===== config.mk =====
export PLATFORM = sky130hd
export DESIGN_NAME = alu_mc
export DESIGN_NICKNAME = d
export VERILOG_FILES = /design/src/rtl/alu_pkg.sv /design/src/rtl/alu_mc_iter.sv /design/src/rtl/alu_mc.sv
export SDC_FILE = /design/constraint.sdc
export NUM_CORES = 1
export LEC_CHECK = 0
export CAP_MARGIN = 20
export CORE_AREA = 2 2 175 177
export CTS_CLUSTER_DIAMETER = 120
export DETAILED_ROUTE_END_ITERATION = 8
export DIE_AREA = 0 0 177 179
export GPL_ROUTABILITY_DRIVEN = 0
export GPL_TIMING_DRIVEN = 0
export PLACE_DENSITY = 0.95
export SKIP_CTS_REPAIR_TIMING = 1
export SYNTH_ARGS = -nofsm -noshare
export SYNTH_HDL_FRONTEND = slang
export SYNTH_SLANG_ARGS = --single-unit

===== constraint.sdc =====
create_clock -name clk -period 8.55 [get_ports clk]
set_input_delay 1.71 -clock clk [delete_from_list [all_inputs] [get_ports clk]]
set_output_delay 1.71 -clock clk [all_outputs]
set_load 0.02 [all_outputs]

===== src/rtl/alu_pkg.sv =====
// Shared opcode/state definitions for the multi-cycle BPF ALU.
package alu_pkg;

    typedef enum logic [3:0] {
        OP_ADD = 4'd1,
        OP_SUB = 4'd2,
        OP_MUL = 4'd3,
        OP_DIV = 4'd4,
        OP_AND = 4'd5,
        OP_OR  = 4'd6,
        OP_NOT = 4'd7,
        OP_LSH = 4'd8,
        OP_RSH = 4'd9,
        OP_MOD = 4'd10,
        OP_XOR = 4'd11,
        OP_NEG = 4'd12
    } alu_op_t;

    typedef enum logic [1:0] {
        IDLE = 2'd0,
        BUSY = 2'd1,
        DONE = 2'd2
    } alu_state_t;

    function automatic logic is_multicycle(alu_op_t op);
        return (op == OP_MUL) || (op == OP_DIV) || (op == OP_MOD);
    endfunction

    function automatic logic is_divide(alu_op_t op);
        return (op == OP_DIV) || (op == OP_MOD);
    endfunction

endpackage


===== src/rtl/alu_mc_iter.sv =====
// Shared iterative datapath: shift-add multiply (multiplier LSB first) and
// restoring divide (quotient MSB first), one bit per cycle.
module alu_mc_iter #(
    parameter int W = 32
) (
    input  logic         clk,
    input  logic         rst_n,
    input  logic         start,
    input  logic         mode,
    input  logic [W-1:0] a,
    input  logic [W-1:0] b,
    output logic         done,
    output logic [W-1:0] prod_lo,
    output logic [W-1:0] quot,
    output logic [W-1:0] rem
);
    localparam int CW = $clog2(W) + 1;

    logic [W:0]    r_acc;
    logic [W-1:0]  r_sr;
    logic [W-1:0]  r_opnd;
    logic [CW-1:0] r_cnt;
    logic          r_busy;
    logic          r_mode;

    logic [W:0]    w_sum;
    logic [W:0]    w_shift;
    logic [W:0]    w_acc_nxt;
    logic [W-1:0]  w_sr_nxt;

    // Next-step values; the top samples them on the final iteration so the result lands with the last bit.
    always_comb begin
        w_acc_nxt = r_acc;
        w_sr_nxt  = r_sr;
        w_sum     = r_acc + {1'b0, (r_sr[0] ? r_opnd : {W{1'b0}})};
        w_shift   = {r_acc[W-1:0], r_sr[W-1]};
        if (r_mode) begin
            if (w_shift >= {1'b0, r_opnd}) begin
                w_acc_nxt = w_shift - {1'b0, r_opnd};
                w_sr_nxt  = {r_sr[W-2:0], 1'b1};
            end else begin
                w_acc_nxt = w_shift;
                w_sr_nxt  = {r_sr[W-2:0], 1'b0};
            end
        end else begin
            w_acc_nxt = {1'b0, w_sum[W:1]};
            w_sr_nxt  = {w_sum[0], r_sr[W-1:1]};
        end
    end

    // Operand load on start, then one iteration per cycle until the counter empties.
    always_ff @(posedge clk) begin
        if (!rst_n) begin
            r_acc  <= {(W+1){1'b0}};
            r_sr   <= {W{1'b0}};
            r_opnd <= {W{1'b0}};
            r_cnt  <= {CW{1'b0}};
            r_busy <= 1'b0;
            r_mode <= 1'b0;
        end else if (start) begin
            r_acc  <= {(W+1){1'b0}};
            r_sr   <= mode ? a : b;
            r_opnd <= mode ? b : a;
            r_cnt  <= CW'(W);
            r_busy <= 1'b1;
            r_mode <= mode;
        end else if (r_busy) begin
            r_acc <= w_acc_nxt;
            r_sr  <= w_sr_nxt;
            r_cnt <= r_cnt - CW'(1);
            if (r_cnt == CW'(1)) begin
                r_busy <= 1'b0;
            end
        end
    end

    assign done    = r_busy && (r_cnt == CW'(1));
    assign prod_lo = w_sr_nxt;
    assign quot    = w_sr_nxt;
    assign rem     = w_acc_nxt[W-1:0];

endmodule


===== src/rtl/alu_mc.sv =====
// Multi-cycle ALU top: handshake FSM, single-cycle datapath, result and error muxing.
module alu_mc
    import alu_pkg::*;
#(
    parameter int W = 32
) (
    input  logic         clk,
    input  logic         rst_n,
    input  logic         in_valid,
    output logic         in_ready,
    input  logic [3:0]   op,
    input  logic [W-1:0] a,
    input  logic [W-1:0] b,
    output logic         out_valid,
    input  logic         out_ready,
    output logic [W-1:0] result,
    output logic         err
);
    localparam int SW = $clog2(W);

    alu_state_t   r_state;
    alu_op_t      r_op;
    logic [W-1:0] r_result;
    logic         r_err;
    logic         r_out_valid;

    alu_op_t      w_op;
    logic         w_div_zero;
    logic         w_start;
    logic [W-1:0] w_single_res;
    logic         w_single_err;
    logic [W-1:0] w_iter_res;
    logic         w_iter_done;
    logic [W-1:0] w_prod_lo;
    logic [W-1:0] w_quot;
    logic [W-1:0] w_rem;

    assign w_op       = alu_op_t'(op);
    assign w_div_zero = is_divide(w_op) && (b == {W{1'b0}});
    assign w_start    = (r_state == IDLE) && in_valid && is_multicycle(w_op) && !w_div_zero;

    alu_mc_iter #(.W(W)) u_iter (
        .clk     (clk),
        .rst_n   (rst_n),
        .start   (w_start),
        .mode    (w_op != OP_MUL),
        .a       (a),
        .b       (b),
        .done    (w_iter_done),
        .prod_lo (w_prod_lo),
        .quot    (w_quot),
        .rem     (w_rem)
    );

    // Single-cycle results; DIV/MOD only reach this path with a zero divisor.
    always_comb begin
        w_single_res = {W{1'b0}};
        w_single_err = 1'b0;
        case (w_op)
            OP_ADD: w_single_res = a + b;
            OP_SUB: w_single_res = a - b;
            OP_AND: w_single_res = a & b;
            OP_OR:  w_single_res = a | b;
            OP_NOT: w_single_res = ~a;
            OP_LSH: w_single_res = a << b[SW-1:0];
            OP_RSH: w_single_res = a >> b[SW-1:0];
            OP_XOR: w_single_res = a ^ b;
            OP_NEG: w_single_res = {W{1'b0}} - a;
            OP_MUL: w_single_res = {W{1'b0}};
            OP_DIV: w_single_err = 1'b1;
            OP_MOD: begin
                w_single_res = a;
                w_single_err = 1'b1;
            end
            default: w_single_err = 1'b1;
        endcase
    end

    // Select the iterative result that matches the latched opcode.
    always_comb begin
        w_iter_res = {W{1'b0}};
        case (r_op)
            OP_MUL:  w_iter_res = w_prod_lo;
            OP_DIV:  w_iter_res = w_quot;
            OP_MOD:  w_iter_res = w_rem;
            default: w_iter_res = {W{1'b0}};
        endcase
    end

    // Control FSM with registered result, error and valid.
    always_ff @(posedge clk) begin
        if (!rst_n) begin
            r_state     <= IDLE;
            r_op        <= OP_ADD;
            r_result    <= {W{1'b0}};
            r_err       <= 1'b0;
            r_out_valid <= 1'b0;
        end else begin
            case (r_state)
                IDLE: begin
                    if (in_valid) begin
                        r_op <= w_op;
                        if (w_start) begin
                            r_state <= BUSY;
                        end else begin
                            r_result    <= w_single_res;
                            r_err       <= w_single_err;
                            r_out_valid <= 1'b1;
                            r_state     <= DONE;
                        end
                    end
                end
                BUSY: begin
                    if (w_iter_done) begin
                        r_result    <= w_iter_res;
                        r_err       <= 1'b0;
                        r_out_valid <= 1'b1;
                        r_state     <= DONE;
                    end
                end
                DONE: begin
                    if (out_ready) begin
                        r_out_valid <= 1'b0;
                        r_state     <= IDLE;
                    end
                end
                default: begin
                    r_out_valid <= 1'b0;
                    r_state     <= IDLE;
                end
            endcase
        end
    end

    // in_ready is forced low while reset is held so nothing is offered mid-reset.
    assign in_ready  = rst_n && (r_state == IDLE);
    assign out_valid = r_out_valid;
    assign result    = r_result;
    assign err       = r_err;

endmodule


==> results.json, run 1 <==
{
  "ys_seq_area_share_pct": 14.52,
  "yosys.area.top_type": "dfxtp_1",
  "cts_made_buffers": 17,
  "htreeDepth": 4,
  "synthTopCellsByArea": "dfxtp_1 15%, ha_1 10%, nor2_1 6.8%",
  "synthFlopType": "dfxtp_1",
  "synth_area_mm2": 0.02000,
  "root_buffer": "clkbuf_16",
  "ys_warn_count": 0,
  "avgSynthCellArea_um2": 7.188,
  "grt_max_degree": 17,
  "synthCells": 2782,
  "status": "did not finish",
  "synth_edf_count": 0,
  "yosysMostFrequentCell": "nor2_1",
  "haltStage": "global routing (5_1_grt)",
  "fp-row-count": 64,
  "chipWidth_um": 177,
  "grtUsageTotal_pct": 61.47,
  "num_io_pins": 107,
  "initial_core_util_pct": 66.60,
  "synth_fp_nets": 3021,
  "error": "[ERROR GRT-0116] Global routing finished with congestion. Check the congestion regions in the DRC Viewer.",
  "clockBufferDepth": 2,
  "yosys-top-cells-count": "361 x nor2_1, 323 x nand2_1, 227 x a21oi_1",
  "die_y_um": 179,
  "overflow": 62,
  "cts_sinks": 145,
  "ys_ff_latch": 145,
  "ys_types": 105,
  "synthArstFlopShare_pct": 0,
  "synth_top_area_share_pct": 14.52,
  "numPortBuffers": 105,
  "grt_pass1_vias": 26103,
  "grt_pass1_wl_um": 149800,
  "dp_hpwl_um": 68160
}
## layer usage
layer	global-route usage, %	GRT overflow
met1	62.94	0
met2	80.59	33
met3	43.26	0
met4	57.40	28
met5	11.06	1
## kinds of logic after synthesis
| logic type | share of synthesized area (%) |
|---|---|
| xor+xnor | 5.387 |
| compound gates | 29.00 |
| fa+ha+maj | 10.56 |
| mux | 11.44 |
| flops | 14.52 |
| buf+inv | 7.057 |
| simple gates | 22.04 |
## stage by stage
stage	instance area (um2)	setup WS, ps	hold slack [ps]	utilization, %	std cells
after floorplan	20000	2645	453.6	-	2782
after global placement	21540	667.8	462.3	71.75	3283
after detailed placement	21550	526.5	473.8	71.76	3284
after CTS	22150	960.2	482.7	73.76	3315
==> inputs of run 2 (changes only) <==
--- a/config.mk
+++ b/config.mk
@@ -6,13 +6,12 @@
 export NUM_CORES = 1
 export LEC_CHECK = 0
 export CAP_MARGIN = 20
-export CORE_AREA = 2 2 175 177
-export CTS_CLUSTER_DIAMETER = 120
+export CORE_AREA = 2 2 227 229
 export DETAILED_ROUTE_END_ITERATION = 8
-export DIE_AREA = 0 0 177 179
+export DIE_AREA = 0 0 229 231
 export GPL_ROUTABILITY_DRIVEN = 0
 export GPL_TIMING_DRIVEN = 0
-export PLACE_DENSITY = 0.95
+export PLACE_DENSITY_LB_ADDON = 0.15
 export SKIP_CTS_REPAIR_TIMING = 1
 export SYNTH_ARGS = -nofsm -noshare
 export SYNTH_HDL_FRONTEND = slang
==> run 2 against run 1 <==
The flow now finishes, with violations (design-rule violations). Synthesized area is the same. Synthesized cell count unchanged.
==> results.json, run 2 <==
{
  "fp-row-count": 83,
  "drt-total-wl_um": 99110,
  "synthArstFlopShare_pct": 0,
  "slew_viol_final": 0,
  "core_mm2": 0.05068,
  "grt_pass1_wl_um": 144100,
  "die_y_um": 231,
  "critPathMaxStageDelay_ps": 630,
  "grt_max_degree": 17,
  "synthAdderAreaFrac_pct": 10.56,
  "fill_cells": 5335,
  "initial_core_util_pct": 39.46,
  "synth_top_family_by_area": "compound AO/OA/AOI/OAI gates",
  "r2r_start": "u_iter.r_sr[0]$_SDFFE_PN0P_",
  "grt_pass1_vias": 22309,
  "cp_slowest_cell": "nor4b_1",
  "layout-drive-gt1-share_pct": 6.088,
  "final_common_cell": "nor2_1",
  "yosysMostFrequentCell": "nor2_1",
  "holdWs_ps": 484.7,
  "drt-initial-drc-count": 3035,
  "htreeDepth": 4,
  "synthMuxAreaShare_pct": 11.44,
  "path_cells": "clkdlybuf4s50_1 -> buf_4 -> buf_4 -> inv_2 -> buf_1 -> ha_1 -> nor4b_1 -> and2_1 -> nand2_1 -> nor2_1 -> a31oi_1 -> xnor2_1 -> ha_1 -> nand2_1 -> nor3_1 -> nand4_1 -> o21ai_0 -> a21oi_1 -> xor2_1 -> o221ai_1 -> nand3_1 -> o211ai_1",
  "layout_common_cells": "361 x nor2_1, 323 x nand2_1, 227 x a21oi_1",
  "clk_latency_ps": 460,
  "setup_viol": 0,
  "synthCells": 2782,
  "avgSynthCellArea_um2": 7.188,
  "synth_edf_count": 0,
  "startpoint_type": "primary input",
  "fin_worst_skew_ps": 11.91,
  "synthXorXnorAreaFrac_pct": 5.387,
  "fmax_ghz": 0.1217,
  "ir_drop_mv": 0.1627,
  "p_leak_uw": 0.008673,
  "period_share_pct": 96.10,
  "dp_hpwl_um": 79280,
  "synthTopCellsByArea": "dfxtp_1 15%, ha_1 10%, nor2_1 6.8%",
  "slew_headroom_pct": 22.84,
  "antenna_left": 0,
  "overflow": 0,
  "clockBufferDepth": 2,
  "utilization_pct": 44.42,
  "yosys.area.top_type": "dfxtp_1",
  "yosys-top-cells-count": "361 x nor2_1, 323 x nand2_1, 227 x a21oi_1",
  "regMostFlops": "u_iter.r_acc",
  "synthSimpleGateAreaFrac_pct": 22.04,
  "min-delay-start": "u_iter.r_acc[32]$_SDFFE_PP0P_",
  "status": "complete, but fails checks",
  "largest_register_ffs": 33,
  "holdCritPathClass": "reg -> reg",
  "final.setup.tns_ps": 0,
  "ys_seq_area_share_pct": 14.52,
  "numPortBuffers": 105,
  "drc": 3,
  "violations": "design-rule violations",
  "cts_sinks": 145,
  "worst_setup_path_end_kind": "flop",
  "grtUsageTotal_pct": 36.19,
  "num_io_pins": 107,
  "cp_max_fo": 12,
  "timing.final.crit_period_ps": 8216,
  "synthFlopType": "dfxtp_1",
  "cts_made_buffers": 17,
  "synth_compound_area_share_pct": 29.00,
  "totalPowerFinal_uw": 3633,
  "dieArea_mm2": 0.05290,
  "antenna_found_initial": 1,
  "cp.arrival_ps": 8540,
  "drt-wirelength-per-cell_um": 27.49,
  "synth_fp_nets": 3021,
  "rsz0062_at_grt": "false",
  "worstSetupPathType": "in -> reg",
  "cts_tree": "done",
  "hold_viol": 0,
  "ys_ff_latch": 145,
  "chipWidth_um": 229,
  "root_buffer": "clkbuf_16",
  "synth_top_area_share_pct": 14.52,
  "maxCapViolCount": 0,
  "path_clk_slew_ps": 70,
  "via_per_inst": 6.541,
  "synthToLayoutAreaGrowth_pct": 12.57,
  "ys_types": 105,
  "worst_pin_slew_ps": 1145,
  "synth_area_mm2": 0.02000,
  "ys_warn_count": 0,
  "crit_path_start": "b[0]",
  "vias": 23579,
  "cellPowerDensity_mw_per_mm2": 161.4,
  "dr.pass1.iters": 9,
  "cp.required_ps": 8870,
  "nNetsFinal": 3150
}
==> run 2: cell counts after synthesis <==
No cell type changed its count.
==> run 2: logic make-up (layout without fill, tap and decap cells) <==
group,Yosys count,in the layout
multiplexers,165,165
adder cells (fa/ha/maj),167,167
AO/OA/AOI/OAI,863,863
flip-flops,145,145
other,0,1
buffers and inverters,345,487
XOR/XNOR,123,123
AND/OR/NAND/NOR,974,974
==> run 2: stage by stage <==
stage | cells | instance area [um2] | setup WS [ps]
after CTS | 3601 | 22490 | 611.4
after floorplan | 2782 | 20000 | 2645
after detailed placement | 3569 | 21920 | 149.0
after global placement | 3567 | 21900 | 175.3
after global routing | 3604 | 22510 | 205.8
final | 3605 | 22510 | 333.8
==> run 2: metal layers <==
metal / vias to the layer above / global-route usage, % / part of all wire, %
met4: 2 / 24.47 / 7.7
met5: - / 0 / 0.010
met2: 1653 / 58.80 / 44
li1: 10463 / - / -
met3: 424 / 6.164 / 11
met1: 11037 / 43.89 / 37
==> run 2: layout make-up <==
type / count / area, um2 / area share (%)
well taps: 680 / 850.8 / 3.779
diodes: 1 / 2.502 / 0.01112
flip-flops and latches: 145 / 2903 / 12.89
clock inverters: 15 / 147.6 / 0.6558
plain buffers: 219 / 938.4 / 4.169
multi-input cells: 2292 / 15680 / 69.67
repair buffers: 110 / 1087 / 4.830
inverters: 126 / 473.0 / 2.101
clock buffers: 17 / 425.4 / 1.890
==> run 2: worst max-delay path, delay by kind of cell <==
family | cells | cell delay [ps]
simple gates | 8 | 2580
buf+inv | 5 | 1730
compound gates | 5 | 1200
fa+ha+maj | 2 | 780
xor+xnor | 2 | 490
==> run 2: final timing paths <==
check                                   to  slack, ps  cells past startpoint
max                result[23]$_SDFFE_PN0P_        330                     22
min          u_iter.r_acc[32]$_SDFFE_PP0P_        480                      2
max reg2reg        result[25]$_SDFFE_PN0P_       3840                     14
min reg2reg  u_iter.r_acc[32]$_SDFFE_PP0P_        480                      2
==> run 2: report_power, final <==
part | total (uW) | switching (uW) | internal (uW)
Clock | 764 | 355 | 409
Sequential | 856 | 92.6 | 764
Combinational | 2010 | 1290 | 725
(Power assumes the default switching activity.)
